<file path="config.mk">
export PLATFORM = sky130hd
export DESIGN_NAME = controller_sequencer
export DESIGN_NICKNAME = d
export VERILOG_FILES = /design/src/rtl/controller_sequencer.sv
export SDC_FILE = /design/constraint.sdc
export NUM_CORES = 1
export LEC_CHECK = 0
export BUFFER_PORTS_ARGS = -buffer_cell sky130_fd_sc_hd__buf_4
export CORE_AREA = 2 2 39 41
export CTS_BUF_LIST = sky130_fd_sc_hd__clkbuf_8
export DETAILED_ROUTE_END_ITERATION = 7
export DIE_AREA = 0 0 41 43
export PLACE_DENSITY = 0.83
export SYNTH_ARGS = -nofsm -noshare
export SYNTH_HDL_FRONTEND = slang
export SYNTH_SLANG_ARGS = --single-unit
</file>
<file path="constraint.sdc">
create_clock -name CLK -period 4.8 [get_ports CLK]
set_input_delay 0.96 -clock CLK [delete_from_list [all_inputs] [get_ports CLK]]
set_output_delay 0.96 -clock CLK [all_outputs]
set_load 0.01 [all_outputs]
</file>
<file path="src/rtl/controller_sequencer.sv">
// SAP-1 controller-sequencer: falling-edge T1..T6 ring counter, opcode decoder and sticky halt.
// Optional CTRL_SKIP_NOP_EN: return to T1 right after the last active micro-step.
module controller_sequencer (
   input  logic        CLK,
   input  logic        CLR,
   input  logic [3:0]  opcode,
   output logic [5:0]  T,
   output logic [11:0] CON,
   output logic        HLT
);

   typedef enum logic [5:0] {
      S_T1 = 6'b000001,
      S_T2 = 6'b000010,
      S_T3 = 6'b000100,
      S_T4 = 6'b001000,
      S_T5 = 6'b010000,
      S_T6 = 6'b100000
   } state_e;

`ifdef CTRL_SKIP_NOP_EN
   localparam bit SKIP_NOP = 1'b1;
`else
   localparam bit SKIP_NOP = 1'b0;
`endif

   // Control word bit order: Cp Ep nLm nCE nLi nEi nLa Ea Su Eu nLb nLo
   localparam logic [11:0] CON_IDLE    = 12'h3E3;
   localparam logic [11:0] CON_FETCH1  = 12'h5E3;
   localparam logic [11:0] CON_FETCH2  = 12'hBE3;
   localparam logic [11:0] CON_FETCH3  = 12'h263;
   localparam logic [11:0] CON_ADDR    = 12'h1A3;
   localparam logic [11:0] CON_LDA5    = 12'h2C3;
   localparam logic [11:0] CON_LDB5    = 12'h2E1;
   localparam logic [11:0] CON_ADD6    = 12'h3C7;
   localparam logic [11:0] CON_SUB6    = 12'h3CF;
   localparam logic [11:0] CON_OUT4    = 12'h3F2;

   state_e state_q;
   logic   halt_q;

   logic op_lda, op_add, op_sub, op_out, op_hlt, op_undef;

   always_comb begin
      op_lda   = (opcode == 4'h0);
      op_add   = (opcode == 4'h1);
      op_sub   = (opcode == 4'h2);
      op_out   = (opcode == 4'hE);
      op_hlt   = (opcode == 4'hF);
      op_undef = !(op_lda || op_add || op_sub || op_out || op_hlt);
   end

   // Opcode only steers transitions out of T4/T5, where the IR is already loaded.
   always_ff @(negedge CLK or posedge CLR) begin
      if (CLR) begin
         state_q <= S_T1;
         halt_q  <= 1'b0;
      end else if (!halt_q) begin
         unique case (state_q)
            S_T1: state_q <= S_T2;
            S_T2: state_q <= S_T3;
            S_T3: state_q <= S_T4;
            S_T4: begin
               if (op_hlt)
                  halt_q <= 1'b1;
               else if (SKIP_NOP && (op_out || op_undef))
                  state_q <= S_T1;
               else
                  state_q <= S_T5;
            end
            S_T5: begin
               if (SKIP_NOP && op_lda)
                  state_q <= S_T1;
               else
                  state_q <= S_T6;
            end
            default: state_q <= S_T1;
         endcase
      end
   end

   always_comb begin
      CON = CON_IDLE;
      if (!CLR && !halt_q) begin
         unique case (state_q)
            S_T1: CON = CON_FETCH1;
            S_T2: CON = CON_FETCH2;
            S_T3: CON = CON_FETCH3;
            S_T4: begin
               if (op_lda || op_add || op_sub) CON = CON_ADDR;
               else if (op_out)                CON = CON_OUT4;
            end
            S_T5: begin
               if (op_lda)                 CON = CON_LDA5;
               else if (op_add || op_sub)  CON = CON_LDB5;
            end
            S_T6: begin
               if (op_add)      CON = CON_ADD6;
               else if (op_sub) CON = CON_SUB6;
            end
            default: CON = CON_IDLE;
         endcase
      end
   end

   assign T   = state_q;
   assign HLT = !CLR && (halt_q || (state_q == S_T4 && op_hlt));

endmodule
</file>
==> flow_summary.json, run 1 <==
{
  "crit_fanout": 4,
  "max_stage_delay_ns": 0.57,
  "r2r_start": "T[5]",
  "rsz0062_at_grt": "yes",
  "reg2reg_depth": 4,
  "rows": 14,
  "synth_cells": 74,
  "violations": "setup timing",
  "whs_ns": 0.464,
  "slew_viol_final": 0,
  "outcome": "finished with violations",
  "globalplace.congestion": 0.881,
  "wl_per_cell_um": 14.3,
  "pin_count": 25,
  "worst_pin_slew_ns": 0.427,
  "min_path_type": "reg -> reg",
  "overflow": 0,
  "r2r_end": "T[4]",
  "clock-skew-final_ns": 0.0408,
  "layout.cells.non_filler": 145,
  "grt_pass1_vias": 796,
  "syn-num-nets": 80,
  "dp.cells": 131,
  "cp_slowest_cell": "dfstp_2",
  "arrival_ns": 4.36,
  "hold_end": "T[2]",
  "dpl.hpwl_um": 1440,
  "postLayoutSetupSlackWorst_ns": -0.516,
  "setup_viol": 13,
  "peakVddDrop_v": 0.000164,
  "cts_max_level": 1,
  "crit_chain": "or4_4 -> nor3b_2 -> buf_4 -> nor4_1 -> o221ai_2 -> buf_4",
  "n_antenna_cell": 0,
  "synth-seq-cells": 7,
  "cpMostUsedCell": "buf_4",
  "yosysWarnings": 0,
  "relSlewSlack_pct": 71.2,
  "cp-end-kind": "primary output",
  "cts.clk_slew.worst_paths_ns": 0.03,
  "worstPathRequired_ns": 3.84,
  "clk_latency_ns": 0.29,
  "grt_pass1_wl_um": 3250,
  "viasPerCell": 5.50,
  "final_cell_mix": "buf_4, nand2_1, nor2_1, dfrtn_1, inv_1",
  "holdPathStages": 2,
  "io_buffers": 24,
  "hp-start": "halt_q",
  "start_util_pct": 44.6,
  "nets": 136,
  "die_area_um2": 1760,
  "grt_max_degree": 10,
  "die_h_um": 43,
  "hold_viol": 0,
  "antenna_left": 0,
  "path_class": "reg -> out",
  "drive_above_1_share_pct": 59.7,
  "routed_wl_um": 2080,
  "final_common_cell": "buf_4",
  "drc": 0,
  "drt-pass1-iter-count": 4,
  "die_x_um": 41,
  "syn_to_final_growth_pct": 87.0,
  "ys_seq_area_share_pct": 28.6,
  "cts_root_buf": "clkbuf_8",
  "syn_area_um2": 617,
  "core-area_um2": 1380,
  "cts_tree": "done",
  "vias": 797,
  "cap_violations": 0,
  "yosysUniqueCellTypes": 33,
  "syn_area_per_cell_um2": 8.34,
  "cp-start-kind": "flip-flop",
  "cts_hold_buf": 0,
  "grt_usage_pct": 27.8,
  "fillCellCount": 75,
  "drt_first_iter_violations": 7,
  "numCtsBuffers": 3,
  "p_leak_nw": 0.524,
  "r2r_setup_slack_ns": 2.84,
  "clock-sinks": 7,
  "cts-root-to-sink-buffers": 2,
  "powerDensity_nw_per_um2": 136,
  "crit_start": "T[0]",
  "antenna_found_initial": 0
}
[worst max-delay path by stage]
stage,cells after the start,to,slack [ns]
floorplan,3,HLT,-0.25
global placement,5,CON[6],-0.21
detailed placement,6,CON[8],-0.26
CTS,6,CON[8],-0.47
global route,6,CON[5],-0.57
finish,6,CON[5],-0.52
[logic make-up after synthesis]
family,count (synthesis),synth area share (%)
mux,3,5.48
buf+inv,6,4.87
xor+xnor,3,4.26
flops,7,28.6
compound gates,11,16.4
simple gates,44,40.4
[stage by stage]
stage	TNS [ns]	power, mW	setup slack [ns]	utilization [%]	instance area (um^2)
final	-4.77	0.157	-0.516	83.4	1150
after global routing	-5.71	0.166	-0.573	83.4	1150
after CTS	-4.75	0.159	-0.466	78.9	1090
after detailed placement	-2.02	0.0754	-0.256	70.3	972
after global placement	-1.69	0.0754	-0.213	70.3	972
after floorplan	-0.963	0.0685	-0.249	-	648
[where the power goes]
part	internal, mW	switching [mW]
registers	0.0597	0
logic	0.00614	0.00717
clock network	0.0565	0.0279
total	0.122	0.0351
[cells in the mapped netlist (all sizes together)]
master	count	area share [%]
nand2	11	6.7
nor2	8	4.9
dfrtn	6	24
inv	5	3.0
nor3	4	3.2
mux2	3	5.5
nand4	3	3.0
o21ai	3	2.4
nand2b	2	2.0
nand3	2	1.6
nor3b	2	2.4
nor4	2	2.0
o211ai	2	2.4
or4	2	3.0
xor2	2	2.8
a2111oi	1	1.4
a221oi	1	1.4
and2	1	1.2
and3	1	1.0
and4	1	1.4
and4bb	1	2.0
buf	1	1.8
dfstp	1	4.3
nand3b	1	1.2
nor4b	1	1.4
o21ba	1	1.6
o221ai	1	1.4
o31ai	1	1.2
o41ai	1	4.5
or2b	1	1.4
or4b	1	1.6
xnor2	1	1.4
[final cells by class]
type | instances | area [um^2] | share of cell area, %
clock inverters | 2 | 7.51 | 0.651
flip-flops and latches | 7 | 176 | 15.3
inverters | 4 | 15.0 | 1.30
multi-input cells | 61 | 484 | 42.0
repair buffers | 52 | 409 | 35.5
well taps | 16 | 20.0 | 1.74
clock buffers | 3 | 41.3 | 3.58
[what timing repair did]
item / in CTS / in global routing
endpoints found under the setup margin: 13 / 13
pin swaps: 5 / 1
resized for setup: 10 / 4
setup buffers: 5 / 5
hold endpoints to repair: 0 / 0
[worst max-delay path: cells and delay by family, from the launching register on]
kind,cells,cell delay (ns)
and+or+nand+nor,3,0.63
DFF,1,0.57
AOI/OAI and AO/OA,1,0.16
buffers and inverters,2,0.30
[flip-flops by register name, indices dropped and copies added (netlist names)]
name	count
T	6
halt_q	1
[per-layer routing]
| layer | part of all wire [%] | vias to the layer above | global-route usage (%) |
|---|---|---|---|
| li1 | - | 388 | - |
| met1 | 39 | 377 | 30.6 |
| met2 | 54 | 26 | 45.3 |
| met3 | 3.6 | 6 | 4.71 |
| met4 | 2.8 | 0 | 18.7 |
| met5 | 0 | - | 0 |
(Power assumes the default switching activity.)
==> inputs of run 2 (changes only) <==
--- a/config.mk
+++ b/config.mk
@@ -10,6 +10,7 @@
 export CTS_BUF_LIST = sky130_fd_sc_hd__clkbuf_8
 export DETAILED_ROUTE_END_ITERATION = 7
 export DIE_AREA = 0 0 41 43
+export MAX_ROUTING_LAYER = met4
 export PLACE_DENSITY = 0.83
 export SYNTH_ARGS = -nofsm -noshare
 export SYNTH_HDL_FRONTEND = slang
==> flow_summary.json, run 2 (synthesis results as in run 1) <==
{
  "cts.clk_slew.worst_paths_ns": 0.03,
  "rows": 14,
  "dpl.hpwl_um": 1440,
  "peakVddDrop_v": 0.000164,
  "drive_above_1_share_pct": 59.7,
  "nets": 136,
  "final_cell_mix": "buf_4, nand2_1, nor2_1, dfrtn_1, inv_1",
  "antenna_left": 0,
  "numCtsBuffers": 3,
  "outcome": "finished with violations",
  "multi_input_area_um2": 484,
  "powerDensity_nw_per_um2": 136,
  "vias": 798,
  "crit_chain": "or4_4 -> nor3b_2 -> buf_4 -> nor4_1 -> o221ai_2 -> buf_4",
  "drc": 0,
  "grt_max_degree": 10,
  "arrival_ns": 4.36,
  "final_area_um2": 1150,
  "crit_start": "T[0]",
  "die_area_um2": 1760,
  "max_stage_delay_ns": 0.57,
  "clock-sinks": 7,
  "final-seq-area_um2": 176,
  "drt_first_iter_violations": 5,
  "grt_usage_pct": 28.5,
  "drt-pass1-iter-count": 4,
  "hold_viol": 0,
  "cp_slowest_cell": "dfstp_2",
  "path_delay_family": "simple AND/OR/NAND/NOR gates",
  "wl_per_cell_um": 14.5,
  "viasPerCell": 5.50,
  "r2r_start": "T[5]",
  "syn_to_final_growth_pct": 87.0,
  "cts_tree": "done",
  "cpMostUsedCell": "buf_4",
  "cts-root-to-sink-buffers": 2,
  "clock-skew-final_ns": 0.0408,
  "path_class": "reg -> out",
  "cts_max_level": 1,
  "endpoint": "CON[5]",
  "cap_violations": 0,
  "grt_pass1_vias": 792,
  "r2r_end": "T[4]",
  "pin_count": 25,
  "place_area_um2": 972,
  "min_path_type": "reg -> reg",
  "core-area_um2": 1380,
  "grt_pass1_wl_um": 3250,
  "routed_wl_um": 2100,
  "globalplace.congestion": 0.896,
  "setup_viol": 13,
  "cts_hold_buf": 0,
  "largest_reg_flops": 6,
  "final_common_cell": "buf_4",
  "cp-start-kind": "flip-flop",
  "crit_fanout": 4,
  "r2r_setup_slack_ns": 2.84,
  "n_antenna_cell": 0,
  "cts_root_buf": "clkbuf_8",
  "relSlewSlack_pct": 70.8,
  "reg2reg_depth": 4,
  "start_util_pct": 44.6,
  "worstPathRequired_ns": 3.84,
  "clk_latency_ns": 0.29,
  "worst-path-buf-inv": 2,
  "rsz0062_at_grt": "yes",
  "fillCellCount": 75,
  "antenna_found_initial": 0,
  "postLayoutSetupSlackWorst_ns": -0.524,
  "p_leak_nw": 0.524,
  "worst_pin_slew_ns": 0.435,
  "io_buffers": 24,
  "overflow": 0,
  "slew_viol_final": 0,
  "die_h_um": 43,
  "violations": "setup timing",
  "finish.utilization_pct": 83.4,
  "cp-end-kind": "primary output",
  "cp_num_cells": 6,
  "die_x_um": 41
}
[run 2: layer usage]
| metal | global-route usage (%) | up-vias | wire, um |
|---|---|---|---|
| met5 | - | - | 0 |
| met4 | 18.7 | 0 | 59 |
| met3 | 4.71 | 6 | 75 |
| met2 | 45.3 | 26 | 1120 |
| met1 | 30.6 | 375 | 842 |
| li1 | - | 391 | - |
[run 2: metrics by stage]
stage                     total power [mW]  std cells  hold WS (ns)  setup WS [ns]  TNS, ns
after floorplan                     0.0685         74         0.436         -0.249   -0.963
after global placement              0.0754        131         0.464         -0.213    -1.69
final                                0.157        145         0.463         -0.524    -4.78
after global routing                 0.166        145         0.484         -0.573    -5.71
after CTS                            0.159        140         0.467         -0.466    -4.75
after detailed placement            0.0754        131         0.469         -0.256    -2.02
[run 2: worst min path at each step]
| stage | from | endpoint | depth (start not counted) |
|---|---|---|---|
| finish | halt_q | T[2] | 2 |
| global route | halt_q | T[2] | 2 |
| CTS | halt_q | T[2] | 2 |
| detailed placement | halt_q | T[2] | 2 |
| global placement | halt_q | T[2] | 2 |
| floorplan | halt_q | T[2] | 2 |
[run 2: worst register-to-register path: stages, from the launching register on]
cell,delay [ns]
dfrtn_1,0.39
or4_4,0.59
o41ai_4,0.26
buf_4,0.23
mux2_2,0.34
[run 2: cell type report]
type / instances / share of cell area [%]
repair buffers: 52 / 35.5
clock buffers: 3 / 3.58
multi-input cells: 61 / 42.0
flip-flops and latches: 7 / 15.3
inverters: 4 / 1.30
well taps: 16 / 1.74
clock inverters: 2 / 0.651
[run 2: timing repair]
| item | 4_1_cts | 5_1_grt |
|---|---|---|
| cloned | 0 | 0 |
| buffers inserted | 5 | 5 |
| pin swaps | 5 | 1 |
| setup endpoints to repair | 13 | 13 |
| resized for setup | 10 | 4 |
[run 2: where the power goes]
| part | switching, mW | internal [mW] |
|---|---|---|
| clock | 0.0278 | 0.0565 |
| combinational | 0.00717 | 0.00614 |
| sequential | 0 | 0.0597 |
| total | 0.0350 | 0.122 |
==> inputs of run 3 (changes only) <==
--- a/config.mk
+++ b/config.mk
@@ -10,6 +10,7 @@
 export CTS_BUF_LIST = sky130_fd_sc_hd__clkbuf_8
 export DETAILED_ROUTE_END_ITERATION = 7
 export DIE_AREA = 0 0 41 43
+export GPL_TIMING_DRIVEN = 0
 export MAX_ROUTING_LAYER = met4
 export PLACE_DENSITY = 0.83
 export SYNTH_ARGS = -nofsm -noshare
==> flow_summary.json, run 3 (synthesis results as in run 1) <==
{
  "die_h_um": 43,
  "grt_max_degree": 10,
  "vias": 763,
  "cts_root_buf": "clkbuf_8",
  "routed_wl_um": 2050,
  "rsz0062_at_grt": "yes",
  "crit_fanout": 7,
  "clock-skew-final_ns": 0.0440,
  "nets": 126,
  "pin_count": 25,
  "grt_usage_pct": 26.6,
  "antenna_left": 0,
  "clock-sinks": 7,
  "wl_per_cell_um": 15.2,
  "viasPerCell": 5.65,
  "numCtsBuffers": 3,
  "start_util_pct": 44.6,
  "multi_input_area_um2": 487,
  "p_total_mw": 0.156,
  "fin_setup_tns_ns": -4.91,
  "arrival_ns": 4.36,
  "worstPathRequired_ns": 3.84,
  "final-seq-area_um2": 176,
  "layout.cells.non_filler": 135,
  "drive_above_1_share_pct": 54.6,
  "cts_tree": "done",
  "hp-start": "halt_q",
  "n_antenna_cell": 0,
  "min_path_type": "reg -> reg",
  "r2r_start": "T[0]",
  "drt-pass1-iter-count": 4,
  "outcome": "finished with violations",
  "setup_viol": 13,
  "cts-root-to-sink-buffers": 2,
  "path_class": "reg -> out",
  "grt_pass1_vias": 690,
  "final_common_cell": "buf_4",
  "postLayoutSetupSlackWorst_ns": -0.521,
  "drc": 0,
  "largest_reg_flops": 6,
  "p_leak_nw": 0.478,
  "worst_pin_slew_ns": 0.406,
  "die_area_um2": 1760,
  "violations": "setup timing",
  "crit_start": "T[3]",
  "grt_pass1_wl_um": 3060,
  "syn_to_final_growth_pct": 75.9,
  "slew_viol_final": 0,
  "dpl.hpwl_um": 1250,
  "fillCellCount": 101,
  "cp-end-kind": "primary output",
  "cp-start-kind": "flip-flop",
  "die_x_um": 41,
  "clk_latency_ns": 0.29,
  "pre_cts_ws_ns": -0.488,
  "cap_violations": 0,
  "drt_first_iter_violations": 14,
  "dp.cells": 114,
  "cts_max_level": 1,
  "cts_hold_buf": 0,
  "peakVddDrop_v": 0.000156,
  "relSlewSlack_pct": 72.7,
  "globalplace.congestion": 0.767,
  "final_cell_mix": "buf_4, nand2_1",
  "cts.clk_slew.worst_paths_ns": 0.03,
  "overflow": 0,
  "hold_viol": 0,
  "antenna_found_initial": 0,
  "io_buffers": 24,
  "powerDensity_nw_per_um2": 143,
  "core-area_um2": 1380,
  "rows": 14
}
## run 3: cell types whose count changed in the layout (fill, tap and decap cells not counted), moves of 2 or more
cell / previous run / this run
nor2_4: 0 / 2
nand3_1: 0 / 2
nor3b_2: 2 / 0
nand3_2: 2 / 0
buf_4: 47 / 36
## run 3: critical path, cell delays in order (launching register included)
cell,delay (ns)
dfrtn_1,0.42
or4b_4,0.56
nor3_4,0.21
o21ba_2,0.22
o221ai_2,0.16
buf_4,0.15
## run 3: per-layer routing
| metal | global-route usage, % | wire length (um) | vias up |
|---|---|---|---|
| li1 | - | - | 365 |
| met5 | - | 0 | - |
| met4 | 12.7 | 34 | 0 |
| met1 | 31.1 | 766 | 367 |
| met3 | 2.09 | 115 | 4 |
| met2 | 43.4 | 1140 | 27 |
## run 3: power by group
group	switching [mW]	internal [mW]
Sequential	0	0.0596
Combinational	0.00704	0.00575
Clock	0.0267	0.0564
## run 3: cell type report
cell class | count | area share (%)
Clock buffer | 3 | 3.81
Multi-Input combinational cell | 61 | 44.9
Timing Repair Buffer | 42 | 31.1
Tap cell | 16 | 1.85
Sequential cell | 7 | 16.3
Inverter | 4 | 1.38
Clock inverter | 2 | 0.692
## run 3: timing repair
action                                  CTS  global route
setup buffers                            15             3
gates resized for setup                  11             6
endpoints found under the setup margin   13            13
endpoints found under the hold margin     0             0
pin swaps                                 9             8
## run 3: through the flow
stage / hold slack, ns / utilization, % / instance area [um^2]
final: 0.465 / 78.4 / 1080
after floorplan: 0.436 / - / 648
after global routing: 0.490 / 78.4 / 1080
after global placement: 0.450 / 61.3 / 848
after detailed placement: 0.470 / 61.3 / 848
after CTS: 0.468 / 75.8 / 1050
## run 3: final timing paths
path / endpoint / slack [ns] / cells past startpoint
max reg2reg: T[5] / 2.75 / 4
max in group asynchronous: T[0] / 1.48 / 2
min in group asynchronous: T[1] / 2.96 / 2
min: T[2] / 0.47 / 2
min reg2reg: T[2] / 0.47 / 2
max: CON[5] / -0.52 / 5
